[config.mk]
export PLATFORM = sky130hd
export DESIGN_NAME = top_keyboard
export DESIGN_NICKNAME = d
export VERILOG_FILES = /design/src/rtl/top_keyboard_pkg.sv /design/src/rtl/div_restoring.sv /design/src/rtl/top_keyboard.sv
export SDC_FILE = /design/constraint.sdc
export NUM_CORES = 1
export LEC_CHECK = 0
export CAP_MARGIN = 20
export CORE_ASPECT_RATIO = 0.75
export CORE_MARGIN = 3
export CORE_UTILIZATION = 49
export DETAILED_ROUTE_END_ITERATION = 12
export GPL_ROUTABILITY_DRIVEN = 0
export PLACE_DENSITY = 0.7
export REMOVE_ABC_BUFFERS = 1
export SLEW_MARGIN = 20
export SYNTH_ARGS = -nofsm -noshare
export SYNTH_HDL_FRONTEND = slang
export SYNTH_HIERARCHICAL = 1
export SYNTH_SLANG_ARGS = --single-unit
[constraint.sdc]
create_clock -name clk -period 5.2 [get_ports clk]
set_input_delay 0.78 -clock clk [delete_from_list [all_inputs] [get_ports clk]]
set_output_delay 0.78 -clock clk [all_outputs]
set_load 0.05 [all_outputs]
[src/rtl/top_keyboard_pkg.sv]
// Shared types and keypad decode for the keypad calculator.
//   state_e     : calculator sequencing states
//   key_e       : decoded key codes (digits, letter keys, '*', '#', no key)
//   decode_key  : rows/columns one-hot pair -> key code (KNone when not a clean press)
package top_keyboard_pkg;

  typedef enum logic [2:0] {
    StEnterA,
    StEnterB,
    StWaitOp,
    StDivide,
    StResult
  } state_e;

  // Digits occupy codes 0..9 so the code doubles as the digit value.
  typedef enum logic [4:0] {
    K0, K1, K2, K3, K4, K5, K6, K7, K8, K9,
    KA, KB, KC, KD,
    KStar, KHash, KNone
  } key_e;

  localparam logic [3:0] RowTop = 4'b1000;  // 1 2 3 A
  localparam logic [3:0] Row2   = 4'b0100;  // 4 5 6 B
  localparam logic [3:0] Row3   = 4'b0010;  // 7 8 9 C
  localparam logic [3:0] RowBot = 4'b0001;  // * 0 # D

  localparam logic [3:0] Col0 = 4'b0001;
  localparam logic [3:0] Col1 = 4'b0010;
  localparam logic [3:0] Col2 = 4'b0100;
  localparam logic [3:0] Col3 = 4'b1000;

  // Indexed by {row index, column index}, row 0 = top row.
  localparam key_e KeyMap [16] = '{
    K1,    K2, K3,    KA,
    K4,    K5, K6,    KB,
    K7,    K8, K9,    KC,
    KStar, K0, KHash, KD
  };

  function automatic key_e decode_key(input logic [3:0] rows, input logic [3:0] cols);
    logic [1:0] r;
    logic [1:0] c;
    logic       ok;
    ok = 1'b1;
    r  = 2'd0;
    c  = 2'd0;
    case (rows)
      RowTop:  r = 2'd0;
      Row2:    r = 2'd1;
      Row3:    r = 2'd2;
      RowBot:  r = 2'd3;
      default: ok = 1'b0;
    endcase
    case (cols)
      Col0:    c = 2'd0;
      Col1:    c = 2'd1;
      Col2:    c = 2'd2;
      Col3:    c = 2'd3;
      default: ok = 1'b0;
    endcase
    return ok ? KeyMap[{r, c}] : KNone;
  endfunction

  function automatic logic is_digit(input key_e k);
    return k <= K9;
  endfunction

  function automatic logic [3:0] key_digit(input key_e k);
    logic [4:0] raw;
    raw = k;
    return raw[3:0];
  endfunction

endpackage

[src/rtl/div_restoring.sv]
// 8-bit restoring divider, one quotient bit per cycle.
//   start_i       : load operands and begin (restarts an in-flight division)
//   dividend_i    : dividend, sampled with start_i
//   divisor_i     : divisor, sampled with start_i
//   done_o        : one-cycle pulse, results valid from this cycle on
//   quotient_o    : quotient (all ones when dividing by zero)
//   remainder_o   : remainder (equals the dividend when dividing by zero)
//   div_by_zero_o : the loaded divisor was zero
module div_restoring (
  input  logic       clk_i,
  input  logic       rst_ni,
  input  logic       start_i,
  input  logic [7:0] dividend_i,
  input  logic [7:0] divisor_i,
  output logic       done_o,
  output logic [7:0] quotient_o,
  output logic [7:0] remainder_o,
  output logic       div_by_zero_o
);

  logic [7:0] quo_q, quo_d;
  logic [7:0] rem_q, rem_d;
  logic [7:0] dvs_q, dvs_d;
  logic [3:0] cnt_q, cnt_d;
  logic       busy_q, busy_d;
  logic       done_q, done_d;

  logic [8:0] shifted;
  logic [8:0] diff;

  // The partial remainder stays below the divisor, so 8 bits hold it; with a zero divisor
  // it is a prefix of the dividend, which also fits.
  assign shifted = {rem_q, quo_q[7]};
  assign diff    = shifted - {1'b0, dvs_q};

  always_comb begin
    quo_d  = quo_q;
    rem_d  = rem_q;
    dvs_d  = dvs_q;
    cnt_d  = cnt_q;
    busy_d = busy_q;
    done_d = 1'b0;
    if (start_i) begin
      quo_d  = dividend_i;
      rem_d  = 8'd0;
      dvs_d  = divisor_i;
      cnt_d  = 4'd8;
      busy_d = 1'b1;
    end else if (busy_q) begin
      if (!diff[8]) begin
        rem_d = diff[7:0];
        quo_d = {quo_q[6:0], 1'b1};
      end else begin
        rem_d = shifted[7:0];
        quo_d = {quo_q[6:0], 1'b0};
      end
      cnt_d = cnt_q - 4'd1;
      if (cnt_q == 4'd1) begin
        busy_d = 1'b0;
        done_d = 1'b1;
      end
    end
  end

  always_ff @(posedge clk_i or negedge rst_ni) begin
    if (!rst_ni) begin
      quo_q  <= 8'd0;
      rem_q  <= 8'd0;
      dvs_q  <= 8'd0;
      cnt_q  <= 4'd0;
      busy_q <= 1'b0;
      done_q <= 1'b0;
    end else begin
      quo_q  <= quo_d;
      rem_q  <= rem_d;
      dvs_q  <= dvs_d;
      cnt_q  <= cnt_d;
      busy_q <= busy_d;
      done_q <= done_d;
    end
  end

  assign done_o        = done_q;
  assign quotient_o    = quo_q;
  assign remainder_o   = rem_q;
  assign div_by_zero_o = (dvs_q == 8'd0);

endmodule

[src/rtl/top_keyboard.sv]
// Keypad calculator: debounces a 4x4 matrix keypad, accumulates decimal operands A and B
// and computes A*B, A+B or A/B (quotient and remainder) on the chosen operation key.
//   clk, reset        : clock, asynchronous active-low reset
//   filas, columnas   : keypad row / column, one-hot when a key is pressed
//   A_dec, B_dec      : operands in binary
//   listo             : result valid
//   showA/showB       : display selects A entry / B entry (or waiting for an operation)
//   show_mult         : display shows the result
//   multi             : last operation was a multiply
//   suma              : A+B or A*B
//   cociente, residuo : A/B and A mod B (all ones / A when B is zero)
module top_keyboard
  import top_keyboard_pkg::*;
#(
  parameter int unsigned DEBOUNCE_CYCLES = 1000
) (
  input  logic        clk,
  input  logic        reset,
  input  logic [3:0]  filas,
  input  logic [3:0]  columnas,
  output logic [7:0]  A_dec,
  output logic [7:0]  B_dec,
  output logic        listo,
  output logic        showA,
  output logic        showB,
  output logic        show_mult,
  output logic        multi,
  output logic [15:0] suma,
  output logic [15:0] cociente,
  output logic [15:0] residuo
);

  localparam int unsigned CntW = $clog2(DEBOUNCE_CYCLES + 1);
  typedef logic [CntW-1:0] cnt_t;
  localparam cnt_t CntMax = cnt_t'(DEBOUNCE_CYCLES);

  // ---------------- Debounce ----------------
  key_e raw_key;
  key_e cand_q, cand_d;      // last sampled code
  key_e stable_q, stable_d;  // accepted level: KNone (released) or the held key
  cnt_t cnt_q, cnt_d;        // consecutive samples equal to cand, saturating
  logic key_evt_q, key_evt_d;
  key_e key_code_q, key_code_d;

  assign raw_key = decode_key(filas, columnas);

  always_comb begin
    cand_d     = raw_key;
    stable_d   = stable_q;
    key_evt_d  = 1'b0;
    key_code_d = key_code_q;
    if (raw_key != cand_q) begin
      cnt_d = cnt_t'(1);
    end else if (cnt_q != CntMax) begin
      cnt_d = cnt_q + cnt_t'(1);
    end else begin
      cnt_d = cnt_q;
    end
    // A press only counts out of the released level, and a different key replacing the
    // held one directly is not a release, so it produces no event.
    if (cnt_d == CntMax && raw_key != stable_q) begin
      if (stable_q == KNone) begin
        stable_d   = raw_key;
        key_evt_d  = 1'b1;
        key_code_d = raw_key;
      end else if (raw_key == KNone) begin
        stable_d = KNone;
      end
    end
  end

  // ---------------- Calculator sequencing ----------------
  state_e      state_q, state_d;
  logic [7:0]  a_q, a_d;
  logic [7:0]  b_q, b_d;
  logic [15:0] suma_q, suma_d;
  logic [15:0] coc_q, coc_d;
  logic [15:0] res_q, res_d;
  logic        listo_q, listo_d;
  logic        multi_q, multi_d;
  logic        show_a_q, show_a_d;
  logic        show_b_q, show_b_d;
  logic        show_mult_q, show_mult_d;

  logic        div_start;
  logic        div_done;
  logic        div_by_zero;
  logic [7:0]  div_quo;
  logic [7:0]  div_rem;
  logic [3:0]  digit;
  logic [11:0] acc_a;
  logic [11:0] acc_b;

  assign digit = key_digit(key_code_q);
  assign acc_a = 12'(a_q) * 12'd10 + 12'(digit);
  assign acc_b = 12'(b_q) * 12'd10 + 12'(digit);

  always_comb begin
    state_d   = state_q;
    a_d       = a_q;
    b_d       = b_q;
    suma_d    = suma_q;
    coc_d     = coc_q;
    res_d     = res_q;
    listo_d   = listo_q;
    multi_d   = multi_q;
    div_start = 1'b0;
    if (key_evt_q && key_code_q == KStar) begin
      state_d = StEnterA;
      a_d     = 8'd0;
      b_d     = 8'd0;
      suma_d  = 16'd0;
      coc_d   = 16'd0;
      res_d   = 16'd0;
      listo_d = 1'b0;
      multi_d = 1'b0;
    end else begin
      unique case (state_q)
        StEnterA: begin
          if (key_evt_q) begin
            if (is_digit(key_code_q)) begin
              if (acc_a <= 12'd255) a_d = acc_a[7:0];
            end else if (key_code_q == KA) begin
              state_d = StEnterB;
            end
          end
        end
        StEnterB: begin
          if (key_evt_q) begin
            if (is_digit(key_code_q)) begin
              if (acc_b <= 12'd255) b_d = acc_b[7:0];
            end else if (key_code_q == KA) begin
              state_d = StWaitOp;
            end
          end
        end
        StWaitOp: begin
          if (key_evt_q) begin
            case (key_code_q)
              KB: begin
                suma_d  = 16'(a_q) * 16'(b_q);
                multi_d = 1'b1;
                listo_d = 1'b1;
                state_d = StResult;
              end
              KC: begin
                suma_d  = 16'(a_q) + 16'(b_q);
                multi_d = 1'b0;
                listo_d = 1'b1;
                state_d = StResult;
              end
              KD: begin
                div_start = 1'b1;
                state_d   = StDivide;
              end
              default: ;
            endcase
          end
        end
        StDivide: begin
          if (div_done) begin
            coc_d   = div_by_zero ? 16'hFFFF : {8'h00, div_quo};
            res_d   = {8'h00, div_rem};
            multi_d = 1'b0;
            listo_d = 1'b1;
            state_d = StResult;
          end
        end
        StResult: begin
          if (key_evt_q && is_digit(key_code_q)) begin
            a_d     = {4'h0, digit};
            b_d     = 8'd0;
            suma_d  = 16'd0;
            coc_d   = 16'd0;
            res_d   = 16'd0;
            listo_d = 1'b0;
            multi_d = 1'b0;
            state_d = StEnterA;
          end
        end
        default: state_d = StEnterA;
      endcase
    end
    // Display flags are registered alongside the state so they change with it.
    show_a_d    = (state_d == StEnterA);
    show_b_d    = (state_d == StEnterB) || (state_d == StWaitOp);
    show_mult_d = (state_d == StResult);
  end

  always_ff @(posedge clk or negedge reset) begin
    if (!reset) begin
      cand_q      <= KNone;
      stable_q    <= KNone;
      cnt_q       <= '0;
      key_evt_q   <= 1'b0;
      key_code_q  <= KNone;
      state_q     <= StEnterA;
      a_q         <= 8'd0;
      b_q         <= 8'd0;
      suma_q      <= 16'd0;
      coc_q       <= 16'd0;
      res_q       <= 16'd0;
      listo_q     <= 1'b0;
      multi_q     <= 1'b0;
      show_a_q    <= 1'b1;
      show_b_q    <= 1'b0;
      show_mult_q <= 1'b0;
    end else begin
      cand_q      <= cand_d;
      stable_q    <= stable_d;
      cnt_q       <= cnt_d;
      key_evt_q   <= key_evt_d;
      key_code_q  <= key_code_d;
      state_q     <= state_d;
      a_q         <= a_d;
      b_q         <= b_d;
      suma_q      <= suma_d;
      coc_q       <= coc_d;
      res_q       <= res_d;
      listo_q     <= listo_d;
      multi_q     <= multi_d;
      show_a_q    <= show_a_d;
      show_b_q    <= show_b_d;
      show_mult_q <= show_mult_d;
    end
  end

  div_restoring u_div (
    .clk_i        (clk),
    .rst_ni       (reset),
    .start_i      (div_start),
    .dividend_i   (a_q),
    .divisor_i    (b_q),
    .done_o       (div_done),
    .quotient_o   (div_quo),
    .remainder_o  (div_rem),
    .div_by_zero_o(div_by_zero)
  );

  assign A_dec     = a_q;
  assign B_dec     = b_q;
  assign listo     = listo_q;
  assign showA     = show_a_q;
  assign showB     = show_b_q;
  assign show_mult = show_mult_q;
  assign multi     = multi_q;
  assign suma      = suma_q;
  assign cociente  = coc_q;
  assign residuo   = res_q;

endmodule

* Word-level counts from Yosys, hierarchy flattened
Memory sizes are Yosys's and may differ from the RTL's.
Index checks and enable logic that the tools add are counted.
** Operators by class
- Add/sub/neg operators :: 6
- Multipliers :: 3
- $lt $le $gt $ge :: 4
- Eq/ne operators :: 38
- Muxes and demuxes :: 78
- Bitwise logic cells :: 1
- Reductions and logical operators :: 25
** Operators with widths (count)
- $mux 16 :: 8
- $pmux 16 s2 :: 4
- $mux 8 :: 15
- $pmux 8 s2 :: 2
- $mux 3 :: 10
- $ne 3x3->1 const B :: 9
- $eq 5x4->1 const B :: 5
- $mux 5 :: 5
- $add 12x4->12 :: 2
- $le 12x8->1 const B :: 2
- $mux 1 :: 23
- $mul 8x3->11 const B :: 2
- $mux 10 :: 2
- $reduce_and 5->1 :: 4
- $mul 8x8->16 :: 1
- $pmux 3 s5 :: 1
- $eq 4x1->1 const B :: 3
- $pmux 2 s3 :: 2
- $reduce_bool 3->1 :: 4
- $add 10x1->10 const B :: 1
- $eq 10x10->1 const B :: 1
- $eq 5x5->1 const B :: 2
- $ne 10x10->1 const B :: 1
- $ne 5x5->1 :: 2
- 29 further kinds :: 44
** Storage, ports and cells
- Flip-flop bits (word level) :: 128
- Bits in read-only memories :: 80
- Input port bits :: 10
- Output and inout bits :: 69
- Word-level logic and storage cells :: 178
- Memories kept :: 1
** Memories
- (no name shown) :: words 16, bits a word 5, read ports 1, clocked after Yosys merged registers in 0, write ports 0, RTL line top_keyboard_pkg.sv:61 : return ok ? KeyMap[{r, c}] : KNone;

* Depth between registers and ports, before layout
Gate-level depths: netlist of the first run.
- Depth after elaboration :: 12
- Mapped depth :: 17
- Gate-level depth less buffers :: 17

* Modules after synthesis
Netlist of the first run, hierarchy kept.
** Modules (own cells, without submodules)
- top_keyboard :: times used 1, cells an instance 854, area each 7683.6 um^2, seq. area each 2082.0 um^2
- div_restoring :: times used 1, cells an instance 179, area each 1741.7 um^2, seq. area each 750.7 um^2

* Worst setup path after synthesis of the first run
No wires, ideal clock.
- Path type :: register to register
- Start point :: reg b_q[7], in the netlist B_dec[7]
- End point :: reg suma_q[13], in the netlist suma[13]
- Setup time :: 121 ps
- Arrival time :: 4611 ps
- Required time :: 5079 ps
- Path slack :: 468 ps
- Stages on the path, launching flop included :: 18
- Path buffers :: 1
- Clock period less this slack :: 4732 ps
- Cell sequence :: dfrtp_1 clkbuf_1 nand2_1 fa_1 fa_1 inv_1 fa_1 inv_1 fa_1 inv_1 ha_1 inv_1 o21ba_2 o21ai_0 a41oi_1 nor2b_1 xnor2_1 a22o_1
** Between the ends
- Cells in the longest elaborated chain, start to end :: 5
** RTL lines
- from (decl) :: RTL line top_keyboard.sv:75 : logic [7:0] b_q, b_d;
- from (signal assigned) :: RTL line top_keyboard.sv:199 : b_q <= 8'd0;
- from (signal assigned) :: RTL line top_keyboard.sv:216 : b_q <= b_d;
- $mul 8x8->16 :: RTL line top_keyboard.sv:141 : suma_d = 16'(a_q) * 16'(b_q);
- $pmux 16 s2 :: RTL line top_keyboard.sv:139 : case (key_code_q)
- $mux 16 :: RTL line top_keyboard.sv:138 : if (key_evt_q) begin
- $pmux 16 s2 :: RTL line top_keyboard.sv:118 : unique case (state_q)
- $mux 16 :: RTL line top_keyboard.sv:108 : if (key_evt_q && key_code_q == KStar) begin
- to (signal assigned) :: RTL line top_keyboard.sv:217 : suma_q <= suma_d;
- to (decl) :: RTL line top_keyboard.sv:76 : logic [15:0] suma_q, suma_d;
Every way passes these cells. The select of a mux whose other input is x is not followed.
A chain may end at the register's enable or synchronous reset.

* Worst setup path in the final report of the first run
- Start point :: reg a_q[2], in the netlist A_dec[2]
- End point :: reg suma_q[13], in the netlist suma[13]
** Between the ends
- Cells in the longest elaborated chain, start to end :: 5
** RTL lines
- from (decl) :: RTL line top_keyboard.sv:74 : logic [7:0] a_q, a_d;
- from (signal assigned) :: RTL line top_keyboard.sv:198 : a_q <= 8'd0;
- from (signal assigned) :: RTL line top_keyboard.sv:215 : a_q <= a_d;
- $mul 8x8->16 :: RTL line top_keyboard.sv:141
- $pmux 16 s2 :: RTL line top_keyboard.sv:139
- $mux 16 :: RTL line top_keyboard.sv:138
- $pmux 16 s2 :: RTL line top_keyboard.sv:118
- $mux 16 :: RTL line top_keyboard.sv:108
Every way passes these cells. The select of a mux whose other input is x is not followed.

==> metrics.yaml, run 1 <==
status:
  outcome: "finished clean"
power:
  swShare_pct: 26.3
  ir_worst_vdd_uv: 201
  power.density_nw_per_um2: 207
  intPower_w: 0.00166
  pwr-share-clk_pct: 51.4
  p_seq_share_pct: 41.5
  p_leak_nw: 5.26
  power_switching_w: 0.000594
  power.share.combinational_pct: 7.1
yosys:
  synth_edf_count: 0
  synth-xor-area-share_pct: 5.50
  yosys.area_share.simple_pct: 17.5
  yosys.area.top_type_share_pct: 28.9
  synth-seq-cells: 113
  synth_compound_area_share_pct: 14.0
  ys_warn_count: 6
  syn_area_um2: 9430
  synthTopCellsByArea: "dfrtp_1 (29%), ha_1 (12%), fa_1 (8.9%), nand2_1 (4.4%), inv_1 (4.1%)"
  synth.distinct_cells: 76
  synthArstFlopShare_pct: 100
  synth-seq-area-share_pct: 30.1
  yosys_most_used_dff: "dfrtp_1"
  syn_avg_cell_area_um2: 9.12
  synth_top_family_by_area: "adder cells"
  syn_inst: 1033
  synth_top_area_cell: "dfrtp_1"
  synth_fa_ha_area_share_pct: 21.0
  synthMuxAreaShare_pct: 4.98
critical_path:
  rrSetupSlack_ns: 0.50
  r2r-start: "A_dec[2]"
  worstSetupPathType: "flip-flop to flip-flop"
  critPathArrivalTime_ns: 5.01
  startpoint_type: "flip-flop"
  end_kind: "flip-flop"
  required_ns: 5.51
  cp_max_fo: 13
  reg2reg_to: "suma[13]"
  reg2reg_depth: 16
final_layout:
  final_layout_size_suffix_gt1_share_pct: 7.94
  fin_nets: 1238
  nFillCells: 1621
  finalInstanceArea_um2: 10900
  antenna_cells: 0
  multiInputGateArea_um2: 5970
  synthToLayoutAreaGrowth_pct: 15.9
  area.sequential_um2: 2830
cts:
  clock_sinks: 113
  hold_buffers: 0
  cts_setup_buffers: 0
  h-tree-depth: 4
  cts_tree: "yes"
  clock_path_buffers: 2
  cts-resized-gates: 0
  cts_inserted_buffers: 17
  clkTransAtPathRegs_ns: 0.06
  insertion_delay_ns: 0.42
  cts.root.buffer_cell: "clkbuf_16"
global_route:
  grt_usage_pct: 21.4
  grt_max_degree: 71
  grt_pass1_wl_mm: 36.8
  grt_antenna_before_repair: 0
  grt_pass1_vias: 7080
  grt_remaining_overflow: 0
timing:
  setup_viol: 0
  hold_violations: 0
  finalMaxSlewViolations: 0
  fmax_mhz: 213
  post-route-period-util_pct: 90.4
  worst_pin_slew_ns: 1.06
  period_needed_ns: 4.70
  fin_tns_setup_ns: 0
  fin_hold_ws_ns: 0.476
  finalClockSkew_ns: 0.00899
  relSlewSlack_pct: 29.1
  rsz0062_at_grt: "false"
placed_design:
  dp_hpwl_mm: 16.0
  portBuffers: 70
  place_area_um2: 10300
die:
  die_height_um: 126
  ios: 79
  die_x_um: 166
  initial_core_util_pct: 50.5
  coreArea_um2: 18700
  die_area_um2: 21000
  core.rowCount: 43
route:
  wire_per_inst_um: 16.1
  vias: 7341
  drc: 0
  drt_iter0_drc: 416
  vias_per_cell: 5.42
  wl_mm: 21.8
  drt_pass1_iterations: 5
  antenna_left: 0
worst_hold_path:
  hp-class: "primary input to asynchronous set/reset pin"
flow_run:
  drv_cap: 0
## stage by stage
step	total power, W	util (%)	cells	setup slack (ns)
after floorplan	0.00105	-	989	0.520
after global placement	0.00111	55.4	1323	0.630
after detailed placement	0.00111	55.4	1323	0.521
after CTS	0.00228	58.5	1355	0.507
after global routing	0.00235	58.5	1355	0.245
final	0.00226	58.5	1355	0.498
## metal layers
layer | global-route usage, % | vias up | routed length (um)
li1 | - | 3619 | -
met2 | 31.9 | 176 | 9370
met1 | 32.1 | 3530 | 11000
met4 | 4.69 | 0 | 180
met5 | 0 | - | 0
met3 | 4.39 | 16 | 1270
## cells in the final DEF (no fill, tap or decap), types with 5 or more instances in the layout
cell and count:
a211oi_1 8, a21o_1 15, a21oi_1 29, a22o_1 8
and2_1 45, buf_4 18, clkbuf_16 17, clkdlybuf4s50_1 69
conb_1 8, dfrtp_1 109, fa_1 42, ha_1 91
inv_1 104, mux2_2 11, mux2i_1 30, nand2_1 111
nand3_1 20, nand3b_1 9, nand4_1 9, nor2_1 68
nor2b_1 12, nor3_1 17, nor3b_1 9, o211ai_1 5
o21a_1 9, o21ai_0 55, o21ai_1 15, o21bai_1 6
o31ai_1 5, xnor2_1 39, xor2_1 17
## power by group through the flow
| stage | combinational (W) | clock [W] | sequential, W |
|---|---|---|---|
| floorplan | 0.000109 | 0 | 0.000943 |
| global placement | 0.000158 | 0 | 0.000949 |
| detailed placement | 0.000162 | 0 | 0.000951 |
| CTS | 0.000162 | 0.00118 | 0.000935 |
| global route | 0.000183 | 0.00123 | 0.000941 |
| finish | 0.000160 | 0.00116 | 0.000937 |
## worst max path at each step
stage	start	end	slack [ns]	cells past startpoint
floorplan	A_dec[1]	suma[13]	0.52	16
global placement	A_dec[3]	suma[13]	0.63	17
detailed placement	B_dec[3]	suma[13]	0.52	17
CTS	A_dec[2]	suma[13]	0.51	16
global route	A_dec[2]	suma[13]	0.25	16
finish	A_dec[2]	suma[13]	0.50	16
## area by class of cell
type,count,area share (%)
multi-input combinational,770,54.7
timing repair buffer,87,7.56
clock buffer,17,3.89
tap,247,2.83
clock inverter,15,1.44
sequential,113,25.9
inverter,106,3.64
## flip-flops by register name (all words and copies together), names as in the netlist
signal	flops
key_evt_q	1
u_div/quotient_o	8
u_div/remainder_o	8
key_code_q	5
state_q	3
residuo	8
A_dec	8
showA	1
listo	1
show_mult	1
cnt_q	10
cand_q	5
showB	1
u_div/done_o	1
multi	1
u_div/dvs_q	8
B_dec	8
suma	16
stable_q	5
u_div/cnt_q	4
u_div/busy_q	1
cociente	9
## kinds of logic after synthesis
group                    count (synthesis)
multiplexers                            44
flip-flops                             113
adder cells (fa/ha/maj)                133
buffers and inverters                  157
XOR/XNOR                                57
AND/OR/NAND/NOR                        332
other                                    1
AO/OA/AOI/OAI                          196
## worst max-delay path, cell delays in order, from the launching register on
cell	delay (ns)
dfrtp_1	0.57
ha_1	0.34
fa_1	0.42
fa_1	0.51
ha_1	0.30
inv_1	0.05
fa_1	0.52
inv_1	0.04
ha_1	0.33
a21o_1	0.20
a21oi_1	0.26
o21ba_2	0.18
o21ai_0	0.12
a41oi_1	0.30
nor2b_1	0.20
xnor2_1	0.07
a22o_1	0.19
## synth_stat cells, types with 3 or more instances
cell,instances
a211oi_1,8
a21o_1,15
a21oi_1,30
a22o_1,8
a311oi_1,4
a31oi_1,4
a41oi_1,4
and2_1,44
and3_1,4
buf_4,15
clkbuf_1,32
dfrtp_1,109
dfstp_2,4
fa_1,42
ha_1,91
inv_1,104
mux2_2,11
mux2_4,3
mux2i_1,30
nand2_1,111
nand2b_1,4
nand3_1,20
nand3b_1,9
nand4_1,9
nor2_1,68
nor2b_1,12
nor3_1,17
nor3b_1,9
nor4_1,4
o211ai_1,5
o21a_1,9
o21ai_0,55
o21ai_1,15
o21bai_1,6
o22ai_1,3
o2bb2ai_1,4
o31ai_1,5
or2_2,3
or3_1,3
xnor2_1,39
xor2_1,17
(Power assumes the default switching activity.)
==> run 2: changes to the inputs <==
Settings changed: SKIP_CTS_REPAIR_TIMING from default to 1, SLEW_MARGIN 20 to default.
==> results of run 2 <==
Same layout as run 1: the final DEF is identical, and so are final timing and power.
